--- src/rtl/ov7725_page_buf_pkg.sv ---
// ov7725_flash_pkg: constants and types shared by the OV7725 capture to SPI
// flash path.
//   PAGE_BYTES / PAGES_PER_FRAME : flash page geometry for one 640x480 frame
//   BYTE_W / PAGE_W / PIX_W      : byte-index, page-index and pixel widths
//   wr_state_e                   : page buffer write-side FSM encoding
//   FLASH_OP_PAGE_PROGRAM        : SPI flash Page Program opcode
//   sat_inc16                    : saturating 16-bit increment
package ov7725_flash_pkg;

    localparam int PAGE_BYTES      = 256;
    localparam int PAGES_PER_FRAME = 1200;
    localparam int BYTE_W          = 8;
    localparam int PAGE_W          = 11;
    localparam int PIX_W           = 8;

    typedef enum logic [1:0] {
        WR_IDLE = 2'b00,
        WR_FILL = 2'b01,
        WR_DONE = 2'b10
    } wr_state_e;

    localparam logic [7:0] FLASH_OP_PAGE_PROGRAM = 8'h02;

    function automatic logic [15:0] sat_inc16(input logic [15:0] v);
        return (v == 16'hFFFF) ? v : (v + 16'd1);
    endfunction

endpackage

--- src/rtl/ov7725_page_buf_if.sv ---
// ov7725_page_buf_if: pixel stream in, flash page drain out.
//   pix_valid/pixel          : capture-side byte stream
//   page_ready/page_idx      : drain-side page full, frame-relative index
//   rd_en/rd_data/rd_valid   : byte read handshake, one cycle latency
//   page_release             : drained page programmed, free it
// master = producer of pixels and drain requests, slave = the page buffer.
interface ov7725_page_buf_if;

    logic                                   pix_valid;
    logic [ov7725_flash_pkg::PIX_W-1:0]     pixel;
    logic                                   page_ready;
    logic [ov7725_flash_pkg::PAGE_W-1:0]    page_idx;
    logic                                   rd_en;
    logic [ov7725_flash_pkg::PIX_W-1:0]     rd_data;
    logic                                   rd_valid;
    logic                                   page_release;

    modport master (
        output pix_valid, pixel, rd_en, page_release,
        input  page_ready, page_idx, rd_data, rd_valid
    );

    modport slave (
        input  pix_valid, pixel, rd_en, page_release,
        output page_ready, page_idx, rd_data, rd_valid
    );

endinterface

--- src/rtl/ov7725_page_buf_ram.sv ---
// page_buf_ram: 512x8 simple dual-port RAM holding both pages.
//   clk24M       : clock
//   rst          : synchronous active-high reset of the read register only
//   we/waddr/wdata : write port
//   re/raddr/rdata : registered read port (data valid the cycle after re)
module page_buf_ram (
    input  logic       clk24M,
    input  logic       rst,
    input  logic       we,
    input  logic [8:0] waddr,
    input  logic [7:0] wdata,
    input  logic       re,
    input  logic [8:0] raddr,
    output logic [7:0] rdata
);

    logic [7:0] mem_r [0:511];

    // write port
    always_ff @(posedge clk24M) begin
        if (we) begin
            mem_r[waddr] <= wdata;
        end
    end

    // registered read port; only the output register is reset so the array maps to block RAM
    always_ff @(posedge clk24M) begin
        if (rst) begin
            rdata <= 8'h00;
        end else if (re) begin
            rdata <= mem_r[raddr];
        end
    end

endmodule

--- src/rtl/ov7725_page_buf.sv ---
// ov7725_page_buf: ping-pong page buffer between the OV7725 grayscale
// capture path and the SPI flash page-program sequencer.
//   clk24M      : sole clock
//   rst         : synchronous active-high reset
//   frame_start : pulse, starts or restarts a frame
//   bus         : ov7725_page_buf_if.slave (pixel stream + page drain)
//   frame_done  : pulse the cycle after the last page of the frame is released
//   busy        : write side in FILL or DONE
//   ovf         : sticky, a byte was dropped this frame
//   drop_cnt    : saturating drop counter, only with OV7725_PAGE_BUF_DROP_CNT_EN
module ov7725_page_buf #(
    parameter int PAGE_BYTES      = ov7725_flash_pkg::PAGE_BYTES,
    parameter int PAGES_PER_FRAME = ov7725_flash_pkg::PAGES_PER_FRAME
) (
    input  logic                   clk24M,
    input  logic                   rst,
    input  logic                   frame_start,
    ov7725_page_buf_if.slave       bus,
    output logic                   frame_done,
    output logic                   busy,
`ifdef OV7725_PAGE_BUF_DROP_CNT_EN
    output logic [15:0]            drop_cnt,
`endif
    output logic                   ovf
);

    import ov7725_flash_pkg::*;

    localparam logic [BYTE_W-1:0] LAST_BYTE = BYTE_W'(PAGE_BYTES - 1);
    localparam logic [PAGE_W-1:0] LAST_PAGE = PAGE_W'(PAGES_PER_FRAME - 1);

    wr_state_e          state_r;
    logic [1:0]         full_r;
    logic               wbuf_r;
    logic               rbuf_r;
    logic [BYTE_W-1:0]  wbyte_r;
    logic [BYTE_W-1:0]  rbyte_r;
    logic [PAGE_W-1:0]  wr_page_r;
    logic [PAGE_W-1:0]  rd_page_r;
    logic               ovf_r;
    logic               frame_done_r;
    logic               rd_valid_r;

    logic               filling_s;
    logic               wr_s;
    logic               drop_s;
    logic               page_done_s;
    logic               rd_s;
    logic               rel_s;
    logic               last_rel_s;
    logic [1:0]         set_mask_s;
    logic [1:0]         clr_mask_s;

    // frame_start has priority over any write or drop in the same cycle
    assign filling_s   = (state_r == WR_FILL) && !frame_start;
    assign wr_s        = filling_s && bus.pix_valid && !full_r[wbuf_r];
    assign drop_s      = filling_s && bus.pix_valid &&  full_r[wbuf_r];
    assign page_done_s = wr_s && (wbyte_r == LAST_BYTE);
    assign rd_s        = bus.rd_en && full_r[rbuf_r];
    assign rel_s       = bus.page_release && full_r[rbuf_r];
    assign last_rel_s  = rel_s && (state_r == WR_DONE) && (rd_page_r == LAST_PAGE);

    // fill and release always hit different buffers, so set and clear never collide
    assign set_mask_s  = page_done_s ? (wbuf_r ? 2'b10 : 2'b01) : 2'b00;
    assign clr_mask_s  = rel_s       ? (rbuf_r ? 2'b10 : 2'b01) : 2'b00;

    page_buf_ram u_ram (
        .clk24M (clk24M),
        .rst    (rst),
        .we     (wr_s),
        .waddr  ({wbuf_r, wbyte_r}),
        .wdata  (bus.pixel),
        .re     (rd_s),
        .raddr  ({rbuf_r, rbyte_r}),
        .rdata  (bus.rd_data)
    );

    // write-side FSM, buffer full flags and drain pointers
    always_ff @(posedge clk24M) begin
        if (rst) begin
            state_r      <= WR_IDLE;
            full_r       <= 2'b00;
            wbuf_r       <= 1'b0;
            rbuf_r       <= 1'b0;
            wbyte_r      <= '0;
            rbyte_r      <= '0;
            wr_page_r    <= '0;
            rd_page_r    <= '0;
            ovf_r        <= 1'b0;
            frame_done_r <= 1'b0;
            rd_valid_r   <= 1'b0;
        end else begin
            // an accepted read always completes, even across a restart
            rd_valid_r <= rd_s;
            if (frame_start) begin
                state_r      <= WR_FILL;
                full_r       <= 2'b00;
                wbuf_r       <= 1'b0;
                rbuf_r       <= 1'b0;
                wbyte_r      <= '0;
                rbyte_r      <= '0;
                wr_page_r    <= '0;
                rd_page_r    <= '0;
                ovf_r        <= 1'b0;
                frame_done_r <= 1'b0;
            end else begin
                frame_done_r <= last_rel_s;
                full_r       <= (full_r | set_mask_s) & ~clr_mask_s;

                case (state_r)
                    WR_IDLE: state_r <= WR_IDLE;
                    WR_FILL: begin
                        if (page_done_s && (wr_page_r == LAST_PAGE)) begin
                            state_r <= WR_DONE;
                        end
                    end
                    WR_DONE: begin
                        if (last_rel_s) begin
                            state_r <= WR_IDLE;
                        end
                    end
                    default: state_r <= WR_IDLE;
                endcase

                if (wr_s) begin
                    if (page_done_s) begin
                        wbyte_r   <= '0;
                        wbuf_r    <= ~wbuf_r;
                        wr_page_r <= wr_page_r + 11'd1;
                    end else begin
                        wbyte_r   <= wbyte_r + 8'd1;
                    end
                end

                if (drop_s) begin
                    ovf_r <= 1'b1;
                end

                // the read in a release cycle already used the old pointers
                if (rel_s) begin
                    rbuf_r    <= ~rbuf_r;
                    rbyte_r   <= '0;
                    rd_page_r <= rd_page_r + 11'd1;
                end else if (rd_s) begin
                    rbyte_r   <= rbyte_r + 8'd1;
                end
            end
        end
    end

`ifdef OV7725_PAGE_BUF_DROP_CNT_EN
    logic [15:0] drop_cnt_r;

    // saturating count of dropped bytes for the current frame
    always_ff @(posedge clk24M) begin
        if (rst || frame_start) begin
            drop_cnt_r <= 16'h0000;
        end else if (drop_s) begin
            drop_cnt_r <= sat_inc16(drop_cnt_r);
        end
    end

    assign drop_cnt = drop_cnt_r;
`endif

    assign bus.page_ready = full_r[rbuf_r];
    assign bus.page_idx   = rd_page_r;
    assign bus.rd_valid   = rd_valid_r;
    assign frame_done     = frame_done_r;
    assign busy           = (state_r != WR_IDLE);
    assign ovf            = ovf_r;

endmodule

--- src/flat_wrapper.sv ---
// flat-port wrapper written by rule: the top's interface ports become plain ports
module ov7725_page_buf_flat import ov7725_flash_pkg::*;
#(
    parameter int PAGE_BYTES      = ov7725_flash_pkg::PAGE_BYTES,
    parameter int PAGES_PER_FRAME = ov7725_flash_pkg::PAGES_PER_FRAME
)
  (clk24M, rst, frame_start, frame_done, busy, ovf, bus_pix_valid, bus_pixel, bus_rd_en, bus_page_release, bus_page_ready, bus_page_idx, bus_rd_data, bus_rd_valid);
  ov7725_page_buf_if bus_i ();
  input  logic clk24M;
  input  logic rst;
  input  logic frame_start;
  output logic frame_done;
  output logic busy;
  output logic ovf;
  input wire logic [$bits(bus_i.pix_valid)-1:0] bus_pix_valid;
  input wire logic [$bits(bus_i.pixel)-1:0] bus_pixel;
  input wire logic [$bits(bus_i.rd_en)-1:0] bus_rd_en;
  input wire logic [$bits(bus_i.page_release)-1:0] bus_page_release;
  output wire logic [$bits(bus_i.page_ready)-1:0] bus_page_ready;
  output wire logic [$bits(bus_i.page_idx)-1:0] bus_page_idx;
  output wire logic [$bits(bus_i.rd_data)-1:0] bus_rd_data;
  output wire logic [$bits(bus_i.rd_valid)-1:0] bus_rd_valid;
  assign bus_i.pix_valid = bus_pix_valid;
  assign bus_i.pixel = bus_pixel;
  assign bus_i.rd_en = bus_rd_en;
  assign bus_i.page_release = bus_page_release;
  assign bus_page_ready = bus_i.page_ready;
  assign bus_page_idx = bus_i.page_idx;
  assign bus_rd_data = bus_i.rd_data;
  assign bus_rd_valid = bus_i.rd_valid;
  ov7725_page_buf #(.PAGE_BYTES(PAGE_BYTES), .PAGES_PER_FRAME(PAGES_PER_FRAME)) u_core (.clk24M(clk24M), .rst(rst), .frame_start(frame_start), .bus(bus_i), .frame_done(frame_done), .busy(busy), .ovf(ovf));
endmodule
--- config.mk ---
export PLATFORM = sky130hd
export DESIGN_NAME = ov7725_page_buf_flat
export DESIGN_NICKNAME = d
export VERILOG_FILES = /design/src/rtl/ov7725_page_buf_pkg.sv /design/src/rtl/ov7725_page_buf_if.sv /design/src/rtl/ov7725_page_buf_ram.sv /design/src/rtl/ov7725_page_buf.sv /design/src/flat_wrapper.sv
export SDC_FILE = /design/constraint.sdc
export NUM_CORES = 2
export LEC_CHECK = 0
export ABC_CLOCK_PERIOD_IN_PS = 4800
export CAP_MARGIN = 20
export CORE_MARGIN = 5
export CORE_UTILIZATION = 65
export CTS_CLUSTER_DIAMETER = 80
export DETAILED_ROUTE_END_ITERATION = 10
export PLACE_DENSITY_LB_ADDON = 0.15
export RECOVER_POWER = 100
export SYNTH_ARGS = -nofsm -noshare
export SYNTH_HDL_FRONTEND = slang
export SYNTH_SLANG_ARGS = --single-unit
--- constraint.sdc ---
create_clock -name clk24M -period 4.8 [get_ports clk24M]
set_input_delay 0.96 -clock clk24M [delete_from_list [all_inputs] [get_ports clk24M]]
set_output_delay 0.96 -clock clk24M [all_outputs]
set_load 0.005 [all_outputs]
Yosys cells after proc, flatten, opt, wreduce, memory -nomap -nowiden
Memories as Yosys holds them, arrays and structs flattened. A register that Yosys moved wholly into a read port is not among the register bits.
Cells that the tools add are included.
{ "word_totals": {"inputBits": 14, "mem_count": 1, "regBits": 47, "elab_cells": 66, "out_inout_bits": 24, "romBits": 0, "latchBits": 0, "ram_bits": 4096} }
{ "classes": {"reduce_logical": 18, "bitwise_logic": 5, "n_div": 0, "n_mux": 15, "n_lt_le_gt_ge": 2, "addsub": 4, "n_eq_ne": 9, "shifts": 0, "n_mul": 0} }
{ "mem_list": {"columns": ["name", "depth", "word_bits", "rd", "rd_ports_with_merged_regs", "wr", "line_no", "rtl"], "rows": [
  ["u_core.u_ram.mem_r", 512, 8, 1, 1, 1, "ov7725_page_buf_ram.sv:17", "logic [7:0] mem_r [0:511];"]
]} }
{ "op_table": {"columns": ["cell", "count"], "rows": [
  ["adder 11 x 1 -> 11 bit, second input constant", 2],
  ["equality test 11 bit, second input constant", 2],
  ["adder 8 x 1 -> 8 bit, second input constant", 2],
  ["2-to-1 mux 2 bit", 6],
  ["logical AND 1 bit", 10],
  ["equality test 8 bit, second input constant", 1],
  ["2-to-1 mux 8 bit", 1],
  ["2-to-1 mux 1 bit", 7],
  ["AND reduction 2 bit", 3],
  ["less-than comparator 1 x 2 -> 1 bit, second input constant", 2],
  ["case mux 2 bit (2 select lines)", 1],
  ["inequality test 3 x 2 -> 1 bit, second input constant", 1],
  ["inequality test 3 bit, second input constant", 1],
  ["OR reduction 3 bit", 1],
  ["bitwise AND 2 bit", 1],
  ["equality test 2 x 1 -> 1 bit, second input constant", 1],
  ["equality test 2 bit, second input constant", 1],
  ["zero test 1 bit", 2],
  ["inequality test 2 x 1 -> 1 bit, second input constant", 1],
  ["inequality test 2 bit, second input constant", 1],
  ["NOT 1 bit", 2],
  ["NOT 2 bit", 1],
  ["OR 2 bit", 1],
  ["nonzero test 2 bit", 1],
  ["OR reduction 2 bit", 1]
]} }

Depth between registers and ports, before layout
{ "depth": {"ltp_word": 9, "depth_mapped": 14, "ltp_nobuf": 8} }

Cells and area by module
Synthesis repeated with hierarchy kept, for this count alone.
{ "hier_totals": {"hier_cells": 7639, "area_unflattened_um2": 161955.3} }
{ "modules_own_cells": {"columns": ["mod", "instances", "area_per_inst_um2", "cells_per_inst"], "rows": [
  ["page_buf_ram", 1, 159767.0, 7391],
  ["ov7725_page_buf", 1, 2188.3, 248]
]} }

Worst setup path after synthesis
OpenSTA, ideal clock, no wires.
{ "synth_path": {"path_type": "input port to flip-flop", "start": "input frame_start", "end": "memory u_core.u_ram.mem_r[458][0], enable pin", "t_arrival_ns": 2.533, "slack_ns": 1.897, "setup_ns": 0.370, "required_ns": 4.430, "cell_stages": 6, "path_buffers": 1, "path_cell_list": "and4bb_2 -> nand2_1 -> nor3b_1 -> nand2_1 -> clkbuf_1 -> nor2_1"} }
{ "synth_via": {"elab_chain_len": 6} }
{ "synth_rtl": {"columns": ["element", "line_no", "rtl"], "rows": [
  ["start: declaration", "flat_wrapper.sv:11", "input logic frame_start;"],
  ["zero test 1 bit", "ov7725_page_buf.sv:55", "assign filling_s = (state_r == WR_FILL) && !frame_start;"],
  ["logical AND 1 bit", "ov7725_page_buf.sv:55", null],
  ["logical AND 1 bit (2 in series)", "ov7725_page_buf.sv:56", "assign wr_s = filling_s && bus.pix_valid && !full_r[wbuf_r];"],
  ["2-to-1 mux 1 bit", "ov7725_page_buf_ram.sv:21", "if (we) begin"],
  ["2-to-1 mux 1 bit (implied by the code)", "ov7725_page_buf_ram.sv:22", "mem_r[waddr] <= wdata;"],
  ["end: declaration", "ov7725_page_buf_ram.sv:17", null]
]} }
Every way passes these cells.

==> impl_metrics.ini <==
[placement]
dp_hpwl_microns = 293000
pre_cts_ws_ns = 0.199
place_area_sq_um = 169000
io_buffers = 37
gp_congestion = 0.944

[worst_setup_path]
crit_path_end = u_core.u_ram.rdata[5]$_SDFFE_PP0P_
worstReg2RegStart = u_core.rbyte_r[0]$_SDFFE_PP0P_
cp-end-kind = flop
r2r_slack_ns = 0.002
crit_path_start_kind = flop
arrival_ns = 5.70
critPathMaxFanout = 27
crit_type = reg2reg
crit_start = u_core.rbyte_r[0]$_SDFFE_PP0P_
reg2reg_to = u_core.u_ram.rdata[5]$_SDFFE_PP0P_
required_ns = 5.70
r2r_cells = 7

[layout]
drive_gt1_frac = 0.214
area_growth_pct = 11.9
postLayoutCellArea_sq_um = 181000
fill_cells = 14100
multiInputGateArea_sq_um = 34600
regArea_sq_um = 124000
fin_nets = 8364

[floorplan]
initial_core_util = 0.652
die_w_microns = 509
chipHeight_microns = 509
dieArea_sq_um = 259000
coreArea_sq_um = 248000
io_pins = 38
rows = 183

[clocking]
htreeDepth = 5
root_buffer = clkbuf_16
post_cts.repair.setup_buffers = 0
cts_tree = done
cts_resized = 0
clkTransAtPathRegs_ns = 0.06
clockBufferDepth = 4
clock_latency_ns = 1.05
clock-sinks = 4151
cts_hold_buf = 0
cts_buffers = 414

[timing]
tns_ns = 0
clock.fmax_mhz = 208
setup_ws_ns = 0.00230
setup_viol = 0
skew_ns = 0.0542
rsz0062_at_grt = false
min_period_ns = 4.80
max_slew_margin = -2.40
worst-slew-pin-transition_ns = 5.10
drv_slew = 2282
fin_crit_sh = 1.00
hold_violations = 0

[detailed_routing]
antenna_left = 0
routedWlPerCell_microns = 39.5
drtPass1Iterations = 7
via_per_inst = 7.35
routed_wl_microns = 475000
first_iter_violations = 15700
drc = 0
vias = 88400

[run_status]
outcome = finished with violations
violations = capacitance limit, slew limit

[synthesis]
synth_edf_count = 4096
async_reset_ff_frac = 0
synthAdderAreaFrac = 0.000542
synth-simple-area-share = 0.0272
synthTopCellsByCount = edfxtp_1 (4096), mux4_2 (842), nor2_1 (628), mux2i_1 (414), clkbuf_1 (209)
yosys-top-cells-area = edfxtp_1 (76%), mux4_2 (12%), mux2i_1 (2.6%), nor2_1 (1.5%), a22oi_1 (0.78%)
syn_inst = 7803
yosysMostFrequentCell = edfxtp_1
synth_top_area_frac = 0.761
yosys.area.top_type = edfxtp_1
synth_top_family_by_area = multiplexers
ys_seq_area_frac = 0.768
ys_ff_latch = 4151
muxShareOfSynthArea = 0.151
syn_nets = 7824
synth-compound-area-share = 0.0327
ys_types = 88
ys.flop_type = edfxtp_1
synth-xor-area-share = 0.00152
syn_area_sq_um = 162000
ys_warn_count = 0
avgSynthCellArea_sq_um = 20.7

[global_routing]
grt_pass1_wl_microns = 661000
grt-ovfl-total = 0
grt_pass1_vias = 85600
antenna_found_initial = 31
grt.total_usage = 0.368
grt_start_max_net_pins = 138

[power]
p_total_w = 0.0725
peakVddDrop_v = 0.000382
cellLeakagePower_nw = 54.8
p_per_area_nw_per_um2 = 401

[flow_run]
cap_violations = 37

[worst_hold_path]
hold_class = reg2reg
[placed cells by master, fill, tap and decap left out, types with 16 or more instances in the layout]
master | synthesis | final
a22oi_1 | 168 | 168
dfxtp_1 | 55 | 47
o211ai_1 | 23 | 23
clkbuf_16 | 0 | 423
a22o_1 | 20 | 20
nand2_1 | 196 | 193
clkinv_2 | 0 | 82
xor2_1 | 16 | 16
o22ai_1 | 58 | 58
nor2_1 | 628 | 618
a21oi_1 | 165 | 165
clkbuf_1 | 209 | 301
o21ai_0 | 86 | 86
o221ai_1 | 31 | 31
clkbuf_2 | 0 | 26
mux2_2 | 22 | 21
buf_12 | 3 | 70
mux2i_1 | 414 | 415
diode_2 | 0 | 31
nand3_1 | 63 | 62
mux4_2 | 842 | 842
a31oi_1 | 17 | 17
clkinv_1 | 4 | 73
a221oi_1 | 87 | 87
bufinv_16 | 0 | 44
a211oi_1 | 26 | 26
dlygate4sd3_1 | 0 | 24
nor3_1 | 27 | 26
edfxtp_1 | 4096 | 4096
mux4_1 | 40 | 40
buf_4 | 33 | 255
nand4_1 | 22 | 22
[kinds of logic (layout without fill, tap and decap cells)]
family	after synthesis	in the layout
flops	4151	4151
mux	1319	1319
simple gates	1038	1038
compound gates	762	762
buf+inv	498	1358
xor+xnor	28	28
fa+ha+maj	7	7
other cells	0	31
[registers in the layout (all words and copies together), names as in the netlist]
| register | cells |
|---|---|
| u_core.state_r | 2 |
| u_core.rbyte_r | 8 |
| u_core.rbuf_r | 1 |
| u_core.ovf | 1 |
| u_core.full_r | 2 |
| u_core.frame_done | 1 |
| u_core.bus.page_idx | 11 |
| u_core.u_ram.rdata | 8 |
| u_core.bus.rd_valid | 1 |
| u_core.wbuf_r | 1 |
| u_core.u_ram.mem_r | 4096 |
| u_core.wbyte_r | 8 |
| u_core.wr_page_r | 11 |
[per-layer routing]
| layer | global-route usage | up-vias | wire length [microns] |
|---|---|---|---|
| li1 | - | 33500 | - |
| met1 | 0.508 | 45200 | 161000 |
| met2 | 0.540 | 8046 | 214000 |
| met3 | 0.116 | 1537 | 69500 |
| met4 | 0.191 | 28 | 31100 |
| met5 | 0 | - | 189 |
[final cells by class]
| cell class | instances | area share |
|---|---|---|
| Timing Repair Buffer | 608 | 0.0259 |
| Tap cell | 3330 | 0.0230 |
| Inverter | 14 | 0.000339 |
| Sequential cell | 4151 | 0.686 |
| Multi-Input combinational cell | 3154 | 0.191 |
| Antenna cell | 31 | 0.000429 |
| Clock buffer | 516 | 0.0608 |
| Clock inverter | 220 | 0.0122 |
[worst min-delay path by stage]
stage	start	end	slack, ns	cells after the start
4_1_cts	bus_pixel[4]	u_core.u_ram.mem_r[30][4]$_DFFE_PP_	0.40	1
6_report	u_core.wr_page_r[10]$_SDFFE_PP0P_	u_core.wr_page_r[10]$_SDFFE_PP0P_	0.49	2
3_5_place_dp	u_core.wr_page_r[10]$_SDFFE_PP0P_	u_core.wr_page_r[10]$_SDFFE_PP0P_	0.47	2
5_1_grt	u_core.wr_page_r[10]$_SDFFE_PP0P_	u_core.wr_page_r[10]$_SDFFE_PP0P_	0.50	2
2_1_floorplan	u_core.u_ram.rdata[4]$_SDFFE_PP0P_	u_core.u_ram.rdata[4]$_SDFFE_PP0P_	0.45	2
3_3_place_gp	u_core.wr_page_r[10]$_SDFFE_PP0P_	u_core.wr_page_r[10]$_SDFFE_PP0P_	0.47	2
[through the flow]
| step | std cells | hold WS, ns | util |
|---|---|---|---|
| after floorplan | 7803 | 0.449 | - |
| after global placement | 11300 | 0.466 | 0.681 |
| after detailed placement | 11300 | 0.475 | 0.681 |
| after CTS | 12000 | 0.401 | 0.735 |
| after global routing | 12000 | 0.503 | 0.729 |
| final | 12000 | 0.489 | 0.729 |
[critical path: stages, from the launching register on]
cell,delay (ns)
dfxtp_4,0.97
buf_2,0.74
mux4_2,0.60
a221oi_1,0.64
o221ai_1,0.40
a21oi_1,0.86
o41ai_1,0.17
a22o_1,0.25
[report_power, final]
part           total [W]  switching, W  internal, W
logic           0.000738      0.000681    0.0000569
clock network     0.0319        0.0134       0.0185
registers         0.0398    0.00000153       0.0398
No activity file was read; power rests on OpenSTA's default activity.
